$ cat config.mk
export PLATFORM = sky130hd
export DESIGN_NAME = core_sequencer_flat
export DESIGN_NICKNAME = d
export VERILOG_FILES = /design/src/rtl/core_seq_pkg.sv /design/src/rtl/core_sequencer_if.sv /design/src/rtl/fetch_timer.sv /design/src/rtl/core_sequencer.sv /design/src/flat_wrapper.sv
export SDC_FILE = /design/constraint.sdc
export NUM_CORES = 1
export LEC_CHECK = 0
export ABC_AREA = 1
export CAP_MARGIN = 40
export CORE_MARGIN = 2
export CORE_UTILIZATION = 37
export DETAILED_ROUTE_END_ITERATION = 10
export PLACE_DENSITY = 0.89
export SLEW_MARGIN = 20
export SYNTH_ARGS = -nofsm -noshare
export SYNTH_HDL_FRONTEND = slang
export SYNTH_SLANG_ARGS = --single-unit
$ cat constraint.sdc
create_clock -name i_clk -period 3.7 [get_ports i_clk]
set_input_delay 0.555 -clock i_clk [delete_from_list [all_inputs] [get_ports i_clk]]
set_output_delay 0.555 -clock i_clk [all_outputs]
set_load 0.02 [all_outputs]
$ cat src/rtl/core_seq_pkg.sv
// core_seq_pkg: shared constants for the core sequencer.
//   - State encodings (legacy-compatible localparams) and the state width.
//   - Default fetch timeout.
//   - is_active(): true for the states that count as active instruction issue.
package core_seq_pkg;

  localparam int unsigned StateW = 3;
  typedef logic [StateW-1:0] state_t;

  localparam state_t StIdle   = 3'd0;
  localparam state_t StFetch  = 3'd1;
  localparam state_t StDecode = 3'd2;
  localparam state_t StExec   = 3'd3;
  localparam state_t StWb     = 3'd4;
  localparam state_t StHalt   = 3'd5;
  localparam state_t StErr    = 3'd6;

  localparam int unsigned FetchTimeoutDef = 255;

  function automatic logic is_active(state_t s);
    return (s == StFetch) || (s == StDecode) || (s == StExec) || (s == StWb);
  endfunction

endpackage

$ cat src/rtl/core_sequencer_if.sv
// core_sequencer_if: instruction fetch handshake between the sequencer and instruction memory.
//   ifetch_req   : fetch request, driven by the sequencer (master)
//   ifetch_valid : fetch data valid, driven by memory (slave)
//   ifetch_rdata : fetched instruction, driven by memory (slave)
interface core_sequencer_if #(
  parameter int unsigned XLEN = 32
) ();

  logic            ifetch_req;
  logic            ifetch_valid;
  logic [XLEN-1:0] ifetch_rdata;

  modport master (
    output ifetch_req,
    input  ifetch_valid,
    input  ifetch_rdata
  );

  modport slave (
    input  ifetch_req,
    output ifetch_valid,
    output ifetch_rdata
  );

endinterface

$ cat src/rtl/fetch_timer.sv
// fetch_timer: counts FETCH cycles spent waiting for ifetch_valid and pulses o_timeout on the
// cycle where the count reaches FETCH_TIMEOUT-1 while still waiting.
//   i_clk, i_rst : clock, synchronous active-high reset
//   i_clr        : clear the count (fetch accepted or not fetching)
//   i_inc        : a wait cycle is in progress
//   o_timeout    : combinational timeout pulse
module fetch_timer #(
  parameter int unsigned FETCH_TIMEOUT = 255
) (
  input  logic i_clk,
  input  logic i_rst,
  input  logic i_clr,
  input  logic i_inc,
  output logic o_timeout
);

  // The count never needs to exceed FETCH_TIMEOUT-1.
  localparam int unsigned CntW = (FETCH_TIMEOUT > 1) ? $clog2(FETCH_TIMEOUT) : 1;
  localparam logic [CntW-1:0] Thresh = CntW'(FETCH_TIMEOUT - 1);

  logic [CntW-1:0] r_cnt;

  always_ff @(posedge i_clk) begin
    if (i_rst || i_clr) begin
      r_cnt <= '0;
    end else if (i_inc) begin
      r_cnt <= r_cnt + CntW'(1);
    end
  end

  assign o_timeout = i_inc && (r_cnt == Thresh);

endmodule

$ cat src/rtl/core_sequencer.sv
// core_sequencer: multi-cycle FETCH/DECODE/EXEC/WB control FSM for the core datapath.
// Optional feature macro: PERF_CNT_EN (cycle and retired-instruction counters).
//   i_clk, i_rst          : clock, synchronous active-high reset
//   i_run                 : start / continue instruction issue
//   io_fetch              : fetch handshake (master side)
//   o_ir                  : latched instruction register
//   i_dec_reg_write       : decoded register write enable
//   i_dec_ebreak          : decoded ebreak
//   o_reg_we, o_pc_we     : write strobes, high only in WB
//   o_halted, o_fetch_err : sticky terminal flags
//   o_state               : current state, for debug
//   o_cycle_cnt           : active cycles (0 without PERF_CNT_EN)
//   o_instret_cnt         : retired instructions (0 without PERF_CNT_EN)
module core_sequencer
  import core_seq_pkg::*;
#(
  parameter int unsigned XLEN          = 32,
  parameter int unsigned FETCH_TIMEOUT = FetchTimeoutDef,
  parameter int unsigned CNT_W         = 64
) (
  input  logic               i_clk,
  input  logic               i_rst,
  input  logic               i_run,
  core_sequencer_if.master   io_fetch,
  output logic [XLEN-1:0]    o_ir,
  input  logic               i_dec_reg_write,
  input  logic               i_dec_ebreak,
  output logic               o_reg_we,
  output logic               o_pc_we,
  output logic               o_halted,
  output logic               o_fetch_err,
  output logic [StateW-1:0]  o_state,
  output logic [CNT_W-1:0]   o_cycle_cnt,
  output logic [CNT_W-1:0]   o_instret_cnt
);

  state_t          r_state;
  state_t          w_state_next;
  logic [XLEN-1:0] r_ir;
  logic            w_in_fetch;
  logic            w_fetch_ok;
  logic            w_timeout;

  assign w_in_fetch = (r_state == StFetch);
  assign w_fetch_ok = w_in_fetch && io_fetch.ifetch_valid;

  fetch_timer #(
    .FETCH_TIMEOUT(FETCH_TIMEOUT)
  ) u_fetch_timer (
    .i_clk    (i_clk),
    .i_rst    (i_rst),
    .i_clr    (!w_in_fetch || io_fetch.ifetch_valid),
    .i_inc    (w_in_fetch && !io_fetch.ifetch_valid),
    .o_timeout(w_timeout)
  );

  always_comb begin
    w_state_next = r_state;
    case (r_state)
      StIdle:   if (i_run) w_state_next = StFetch;
      // A valid on the threshold cycle still wins over the timeout.
      StFetch: begin
        if (io_fetch.ifetch_valid) w_state_next = StDecode;
        else if (w_timeout)        w_state_next = StErr;
      end
      StDecode: w_state_next = i_dec_ebreak ? StHalt : StExec;
      StExec:   w_state_next = StWb;
      StWb:     w_state_next = i_run ? StFetch : StIdle;
      StHalt:   w_state_next = StHalt;
      StErr:    w_state_next = StErr;
      default:  w_state_next = StIdle;
    endcase
  end

  always_ff @(posedge i_clk) begin
    if (i_rst) begin
      r_state <= StIdle;
    end else begin
      r_state <= w_state_next;
    end
  end

  always_ff @(posedge i_clk) begin
    if (i_rst) begin
      r_ir <= '0;
    end else if (w_fetch_ok) begin
      r_ir <= io_fetch.ifetch_rdata;
    end
  end

  // Moore outputs: strobes and flags decode straight from the state register.
  assign io_fetch.ifetch_req = w_in_fetch;
  assign o_ir                = r_ir;
  assign o_reg_we            = (r_state == StWb) && i_dec_reg_write;
  assign o_pc_we             = (r_state == StWb);
  assign o_halted            = (r_state == StHalt);
  assign o_fetch_err         = (r_state == StErr);
  assign o_state             = r_state;

`ifdef PERF_CNT_EN
  logic [CNT_W-1:0] r_cycle_cnt;
  logic [CNT_W-1:0] r_instret_cnt;

  always_ff @(posedge i_clk) begin
    if (i_rst) begin
      r_cycle_cnt   <= '0;
      r_instret_cnt <= '0;
    end else begin
      if (is_active(r_state)) r_cycle_cnt   <= r_cycle_cnt + CNT_W'(1);
      if (r_state == StWb)    r_instret_cnt <= r_instret_cnt + CNT_W'(1);
    end
  end

  assign o_cycle_cnt   = r_cycle_cnt;
  assign o_instret_cnt = r_instret_cnt;
`else
  assign o_cycle_cnt   = '0;
  assign o_instret_cnt = '0;
`endif

endmodule

$ cat src/flat_wrapper.sv
// flat-port wrapper written by rule: the top's interface ports become plain ports
module core_sequencer_flat import core_seq_pkg::*;
#(
  parameter int unsigned XLEN          = 32,
  parameter int unsigned FETCH_TIMEOUT = FetchTimeoutDef,
  parameter int unsigned CNT_W         = 64
)
  (i_clk, i_rst, i_run, o_ir, i_dec_reg_write, i_dec_ebreak, o_reg_we, o_pc_we, o_halted, o_fetch_err, o_state, o_cycle_cnt, o_instret_cnt, io_fetch_ifetch_req, io_fetch_ifetch_valid, io_fetch_ifetch_rdata);
  core_sequencer_if #(.XLEN(XLEN)) io_fetch_i ();
  input  logic i_clk;
  input  logic i_rst;
  input  logic i_run;
  output logic [XLEN-1:0] o_ir;
  input  logic i_dec_reg_write;
  input  logic i_dec_ebreak;
  output logic o_reg_we;
  output logic o_pc_we;
  output logic o_halted;
  output logic o_fetch_err;
  output logic [StateW-1:0] o_state;
  output logic [CNT_W-1:0] o_cycle_cnt;
  output logic [CNT_W-1:0] o_instret_cnt;
  output wire logic [$bits(io_fetch_i.ifetch_req)-1:0] io_fetch_ifetch_req;
  input wire logic [$bits(io_fetch_i.ifetch_valid)-1:0] io_fetch_ifetch_valid;
  input wire logic [$bits(io_fetch_i.ifetch_rdata)-1:0] io_fetch_ifetch_rdata;
  assign io_fetch_ifetch_req = io_fetch_i.ifetch_req;
  assign io_fetch_i.ifetch_valid = io_fetch_ifetch_valid;
  assign io_fetch_i.ifetch_rdata = io_fetch_ifetch_rdata;
  core_sequencer #(.XLEN(XLEN), .FETCH_TIMEOUT(FETCH_TIMEOUT), .CNT_W(CNT_W)) u_core (.i_clk(i_clk), .i_rst(i_rst), .i_run(i_run), .io_fetch(io_fetch_i), .o_ir(o_ir), .i_dec_reg_write(i_dec_reg_write), .i_dec_ebreak(i_dec_ebreak), .o_reg_we(o_reg_we), .o_pc_we(o_pc_we), .o_halted(o_halted), .o_fetch_err(o_fetch_err), .o_state(o_state), .o_cycle_cnt(o_cycle_cnt), .o_instret_cnt(o_instret_cnt));
endmodule
# ---- Yosys cells after proc, flatten, opt, wreduce, memory -nomap -nowiden
# Cells that the tools add are included.
dict set report classes {
  reduce_logical 10
  muxes 6
  eq_ne 9
  addsub 1
}
# operator count
set op_table {}
lappend op_table {{3-bit case mux with 7 select lines} 1}
lappend op_table {{3-bit 2-to-1 mux} 4}
lappend op_table {{3-bit == test, second input constant} 3}
lappend op_table {{8-bit by 1-bit adder with 8-bit output, second input constant} 1}
lappend op_table {{8-bit == test, second input constant} 1}
lappend op_table {{3-bit by 2-bit == test with 1-bit output, second input constant} 2}
lappend op_table {{1-bit logical AND} 4}
lappend op_table {{3-bit by 1-bit == test with 1-bit output, second input constant} 1}
lappend op_table {{3-bit zero test} 1}
lappend op_table {{3-bit != test, second input constant} 1}
lappend op_table {{1-bit zero test} 2}
lappend op_table {{1-bit logical OR} 2}
lappend op_table {{2-bit != test, second input constant} 1}
lappend op_table {{2-bit AND reduction} 1}
lappend op_table {{1-bit 2-to-1 mux} 1}
dict set report totals {
  reg_bits 43
  word_cells 29
  output_inout_bits 168
}

# ---- Longest topological paths before layout
dict set report depth {
  depth_word 6
  mapped_depth 8
}

# ---- Hierarchy
# From an unflattened synthesis, not the netlist that was laid out.
dict set report unflattened {
  cells_unflattened 370
  area_unflattened_um2 2737.6
}
# module cells_per_inst seq_area_each_um2 instances area_per_inst_um2
set by_module_without_submodules {}
lappend by_module_without_submodules {core_sequencer 318 700.7 1 2343.5}
lappend by_module_without_submodules {fetch_timer 52 160.2 1 394.1}

# ---- Least setup slack after synthesis
# Ideal clock, no wire load.
dict set report synth_timing {
  path_kind {register -> output}
  startpoint {register u_core.r_state[2] (netlist: u_core.o_state[2])}
  endpoint {output port o_pc_we}
  arrival_ps 1202
  path_slack_ps 1943
  path_buffers 1
  stages_incl_launch_ff 4
  cell_sequence {dfxtp_1 -> clkbuf_2 -> inv_1 -> nor3_1}
}
dict set report synth_via {
  elab_chain_cells 1
}
# item line
set synth_rtl {}
lappend synth_rtl {{start: declaration} core_sequencer.sv:37} ;# state_t r_state;
lappend synth_rtl {{start signal: assignment} core_sequencer.sv:77} ;# r_state <= StIdle;
lappend synth_rtl {{start signal: assignment} core_sequencer.sv:79} ;# r_state <= w_state_next;
lappend synth_rtl {{3-bit == test} core_sequencer.sv:95} ;# assign o_pc_we = (r_state == StWb);
lappend synth_rtl {{end: declaration} flat_wrapper.sv:17} ;# output logic o_pc_we;
# No other way between the ends.

# ---- Final worst setup path
# Same ends and word-level chain as after synthesis.

==> results.sh <==
export IMPL_htreeDepth=2
export IMPL_post_route_min_period_ns=2.33
export IMPL_io_buffers=77
export IMPL_rows=31
export IMPL_cts_buffers=5
export IMPL_synth_seq_area_share_pct=31.7
export IMPL_cap_violations=0
export IMPL_vias=2030
export IMPL_path_clk_slew_ns=0.08
export IMPL_critical_path_slowest_cell="clkdlybuf4s50_1"
export IMPL_vdd_drop_max_v=0.000236
export IMPL_grt_pass1_wl_um=7150
export IMPL_cts_resized=0
export IMPL_drt_pass1_iter_count=4
export IMPL_clockBufferDepth=2
export IMPL_finalCritPeriodShare_pct=62.9
export IMPL_synth_simple_area_share_pct=18.0
export IMPL_cts_hold_buffers_added=0
export IMPL_area_growth_pct=15.6
export IMPL_cts_sinks=43
export IMPL_ant_nets=0
export IMPL_initial_core_util_pct=37.8
export IMPL_grt_max_degree=35
export IMPL_rsz0062_at_grt="false"
export IMPL_finalSetupTns_ns=0
export IMPL_status="finished clean"
export IMPL_maxSlewViolCount=0
export IMPL_diodes=0
export IMPL_design_area_um2=3140
export IMPL_grt_pass1_vias=1666
export IMPL_synth_compound_gate_area_share_pct=7.20
export IMPL_required_ns=3.14
export IMPL_muxShareOfSynthArea_pct=0
export IMPL_vias_per_cell=3.86
export IMPL_worstSetupPathType="reg -> out"
export IMPL_syn_inst=352
export IMPL_synth_seq_cells=43
export IMPL_cts_root_buffer="clkbuf_8"
export IMPL_overflow=0
export IMPL_drive_gt1_share_pct=5.39
export IMPL_cts_tree="yes"
export IMPL_synthAdderAreaFrac_pct=0.923
export IMPL_drt_initial_drc_count=74
export IMPL_post_cts_buffers=0
export IMPL_core_um2=7180
export IMPL_power_density_nw_per_um2=418
export IMPL_max_freq_mhz=429
export IMPL_io_pins=206
export IMPL_end_kind="primary output"
export IMPL_yosysUniqueCellTypes=25
export IMPL_antenna_found_initial=0
export IMPL_dpl_instance_area_um2=3050
export IMPL_hold_slack_ns=0.466
export IMPL_syn_avg_cell_area_um2=7.71
export IMPL_crit_chain="inv_1 > nor3_1 > clkdlybuf4s50_1"
export IMPL_arrival_ns=1.77
export IMPL_crit_fanout=9
export IMPL_synth_top_family_by_area="buffers and inverters"
export IMPL_netlist_area_um2=2710
export IMPL_die_height_um=89.6
export IMPL_hold_path_class="reg -> reg"
export IMPL_groute_usage_overall_pct=11.5
export IMPL_routed_wl_um=5120
export IMPL_yosys_warnings=0
export IMPL_die_x_um=89.6
export IMPL_setup_viol=0
export IMPL_hold_viol=0
export IMPL_wl_per_cell_um=9.74
export IMPL_dp_hpwl_um=3880
export IMPL_nets=466
export IMPL_startpoint_type="flip-flop"
export IMPL_dieArea_um2=8030
export IMPL_max_stage_delay_ns=0.64
export IMPL_p_leak_nw=1.48
export IMPL_drc=0
export IMPL_place_congestion=0.737
export IMPL_finClkSkew_ns=0.00569
export IMPL_synth_xor_area_share_pct=1.61
export IMPL_worstSkewPairLatency_ns=0.29
## cell usage in the layout (no fill, tap or decap), types with 2 or more instances in the layout
master	instances
conb_1	128
nand3_1	7
inv_1	11
nand2_1	13
o21ai_0	23
nor2_2	9
clkbuf_8	5
nor2_1	75
clkinvlp_4	2
dfxtp_1	43
clkdlybuf4s50_1	77
nand4_1	2
ha_1	2
o21ai_1	14
a21oi_1	2
xor2_1	4
## through the flow
| step | setup WS [ns] | utilization, % | total power, mW | std cells |
|---|---|---|---|---|
| after CTS | 1.37 | 43.7 | 1.32 | 526 |
| final | 1.37 | 43.7 | 1.31 | 526 |
| after floorplan | 1.94 | - | 0.967 | 479 |
| after global routing | 1.28 | 43.7 | 1.39 | 526 |
| after global placement | 1.35 | 42.5 | 1.01 | 518 |
| after detailed placement | 1.38 | 42.5 | 1.02 | 518 |
## layer usage
| layer | vias up | track usage [%] | wire length [um] |
|---|---|---|---|
| li1 | 985 | - | - |
| met1 | 895 | 12.2 | 1870 |
| met2 | 135 | 19.1 | 2510 |
| met3 | 15 | 5.76 | 634 |
| met4 | 0 | 5.16 | 109 |
| met5 | - | 0 | 0 |
## synthesized netlist by cell type, drive strengths merged
cell type | number | share of area (%)
a21oi | 2 | 0.37
buf | 134 | 38
nor3 | 1 | 0.18
xor2 | 4 | 1.3
and3 | 1 | 0.23
nor2 | 86 | 14
ha | 2 | 0.92
nand2 | 14 | 2.2
inv | 13 | 1.9
conb | 1 | 0.14
clkbuf | 4 | 0.60
nand3 | 7 | 1.3
xnor2 | 1 | 0.32
o21ai | 37 | 6.8
dfxtp | 43 | 32
nand4 | 2 | 0.46
## flip-flops by register name, summed over array words and instances (netlist names)
signal,count
u_core.u_fetch_timer.r_cnt,8
u_core.o_state,3
u_core.o_ir,32
## worst max-delay path, delay by kind of cell, from the launching register on
kind	cells	cell delay, ns
and+or+nand+nor	1	0.18
DFF	1	0.49
buffers and inverters	2	0.81
## worst paths after layout
path	from	end	slack [ns]	depth (start not counted)
min	u_core.u_fetch_timer.r_cnt[0]	u_core.u_fetch_timer.r_cnt[0]	0.47	1
max reg2reg	u_core.o_state[0]	u_core.o_ir[3]	1.93	7
min reg2reg	u_core.u_fetch_timer.r_cnt[0]	u_core.u_fetch_timer.r_cnt[0]	0.47	1
max	u_core.o_state[2]	o_pc_we	1.37	3
## power breakdown
group | switching [mW] | leakage, nW | total (mW) | internal [mW]
clock | 0.165 | 0.0402 | 0.297 | 0.131
combinational | 0.305 | 1.09 | 0.468 | 0.162
sequential | 0.0342 | 0.351 | 0.548 | 0.513
total | 0.505 | 1.48 | 1.31 | 0.807
## cell families (layout without fill, tap and decap cells)
logic type / after synthesis / after routing
buffers and inverters: 151 / 99
and+or+nand+nor: 111 / 111
DFF: 43 / 43
AOI/OAI and AO/OA: 39 / 39
xor gates and xnor gates: 5 / 5
adders and majority gates: 2 / 2
other: 1 / 128
## area by class of cell
| cell class | instances | area (um2) |
|---|---|---|
| fill | 697 | 4040 |
| multi-input combinational | 285 | 1230 |
| sequential | 43 | 861 |
| timing repair buffer | 78 | 778 |
| tap | 99 | 124 |
| clock buffer | 5 | 68.8 |
| inverter | 13 | 51.3 |
| clock inverter | 3 | 20.0 |
Note: power is estimated with default switching activity, not from simulation.
==> RTL edit (config.mk and constraints unchanged) <==
`XLEN` is set to 32 in 3 places; all go to 48.
--- a/src/rtl/core_sequencer_if.sv
+++ b/src/rtl/core_sequencer_if.sv
@@ -5,3 +5,3 @@
 interface core_sequencer_if #(
-  parameter int unsigned XLEN = 32
+  parameter int unsigned XLEN = 48
 ) ();
--- a/src/rtl/core_sequencer.sv
+++ b/src/rtl/core_sequencer.sv
@@ -16,3 +16,3 @@
 #(
-  parameter int unsigned XLEN          = 32,
+  parameter int unsigned XLEN          = 48,
   parameter int unsigned FETCH_TIMEOUT = FetchTimeoutDef,
--- a/src/flat_wrapper.sv
+++ b/src/flat_wrapper.sv
@@ -3,3 +3,3 @@
 #(
-  parameter int unsigned XLEN          = 32,
+  parameter int unsigned XLEN          = 48,
   parameter int unsigned FETCH_TIMEOUT = FetchTimeoutDef,
Interface: changed (resized io_fetch_ifetch_rdata and o_ir); port bits go from 206 to 238. No check against the original RTL was run, so the function may have changed too.
==> RTL edit against the unedited design <==
- setup slack got worse by 5.5 ps
- synthesized cell count increased by 20%
- cell area increased by 33%
- sequential power is 38% higher
- largest power group unchanged
- via count increased by 27%
- synthesized area rose by 21%
- count of clock-buffer cells in the layout up 6
- register-to-register slack lost 30 ps
- first-iteration DRC count fell by 18%
- critical path type is now input pin to primary output
- sequential cell count rose by 16
- routed wire length is 38% higher
- sequential share of layout area increased by 0.80 points
- power is 61% higher
==> RTL edit: results (changes against the unedited design) <==
synth warn: 0 (unchanged)
share of layout cells above drive strength 1: 0.0805 (+0.0267)
final wirelength: 7.06 mm (+38%)
post-DP HPWL: 5.18 mm (+34%)
H-tree depth: 3 (+1)
max incr delay on CP: 600 ps (-40 ps)
total track usage: 0.142 (+0.0268)
most frequent cells after synthesis: 128 x buf_4, 96 x nor2_1, 59 x dfxtp_1, 42 x o21ai_0, 20 x nor2_2
status: completed
met1 WL: 2.64 mm (+42%)
CTS Buf Count: 9 (+4)
clk slew on worst S/H paths: 60 ps (-20 ps)
clk_skew: 12.5 ps (+6.79 ps)
largest net degree at the start of global routing: 49 (+40%)
routability cong.: 0.731 (-0.85%)
pre-CTS WS: 1350 ps (-30.2 ps)
vias per cell: 4.03 (+4.4%)
NumNets Final: 586 (+26%)
most area-consuming cells after synthesis: dfxtp_1 36%, buf_4 29%, nor2_1 11%
max reg flops: 48 (+50%)
Critical R2R Launch: u_core.o_state[2]
crit-path max FO: 1 (-8)
Skew-Pair Late Insertion Delay: 330 ps (+40 ps)
Cell variety after synth: 24 (-4.0%)
Synth Area in XOR/XNOR: 0.0134 (-0.00279)
first-pass GRT wire length: 10.9 mm (+52%)
drt pass-1 iters: 4 (unchanged)
Critical Path Start: i_dec_reg_write
Seq/Total Area, Yosys: 0.360 (+0.0430)
met3 wire len: 719 um (+13%)
adder-cell share of the synthesized area: 0.00763 (-0.00159)
Compound-Gate Fraction of Synth Area: 0.0824 (+0.0105)
port buffer count: 109 (+42%)
initial drt markers: 61 (-18%)
Peak VDD IR: 0.000293 V (+24%)
Pleak: 1.92 nW (+29%)
mux contribution to synthesized area: 0 (unchanged)
WL met2: 3.62 mm (+44%)
==> RTL edit: cell types whose count changed after synthesis, sizes merged, moves of 2 or more <==
| cell | unedited run | this run |
|---|---|---|
| buf | 134 | 138 |
| clkbuf | 4 | 6 |
| dfxtp | 43 | 59 |
| nand2 | 14 | 16 |
| nor2 | 86 | 118 |
| o21ai | 37 | 52 |
==> RTL edit: path summary, 6_finish.rpt <==
| kind | end | slack (ps) | cells past startpoint |
|---|---|---|---|
| setup / recovery | o_reg_we | 1370 | 3 |
| hold / removal | u_core.u_fetch_timer.r_cnt[0] | 460 | 1 |
| setup reg to reg | u_core.o_ir[23] | 1900 | 7 |
| hold reg to reg | u_core.u_fetch_timer.r_cnt[0] | 460 | 1 |
==> RTL edit: kinds of logic after synthesis <==
logic type / count (synthesis)
adder cells (fa/ha/maj): 2
buffers and inverters: 158
flip-flops: 59
AND/OR/NAND/NOR: 145
XOR/XNOR: 5
other: 1
AO/OA/AOI/OAI: 54
==> RTL edit: worst max-delay path: cells and delay by family <==
family,cells,cell delay [ps]
buffers and inverters,2,1050
AND/OR/NAND/NOR,1,170
==> RTL edit: power by group <==
| part | internal (mW) | switching, mW | leakage [nW] | total, mW |
|---|---|---|---|---|
| clock | 0.481 | 0.258 | 0.122 | 0.739 |
| combinational | 0.233 | 0.384 | 1.31 | 0.617 |
| sequential | 0.712 | 0.0453 | 0.482 | 0.757 |
| total | 1.42 | 0.687 | 1.92 | 2.11 |
==> RTL edit: per-stage QoR <==
step / util / std cells / instance area [sq um]
floorplan: - / 551 / 3750
finish: 0.484 / 642 / 4180
global route: 0.484 / 642 / 4180
detailed placement: 0.455 / 627 / 3930
CTS: 0.484 / 642 / 4180
global placement: 0.455 / 627 / 3930
==> RTL edit: area by class of cell <==
type | instances | area [sq um]
fillers | 816 | 4460
clock buffers | 11 | 151
inverters | 14 | 52.6
flip-flops and latches | 59 | 1180
well taps | 108 | 135
repair buffers | 112 | 1110
multi-input cells | 334 | 1450
clock inverters | 4 | 97.6
==> RTL edit: metal layers <==
metal  global-route usage  vias to the layer above
met2                0.240                      145
li1                     -                     1272
met5                    0                        -
met1                0.155                     1164
met3               0.0594                        5
met4               0.0598                        0
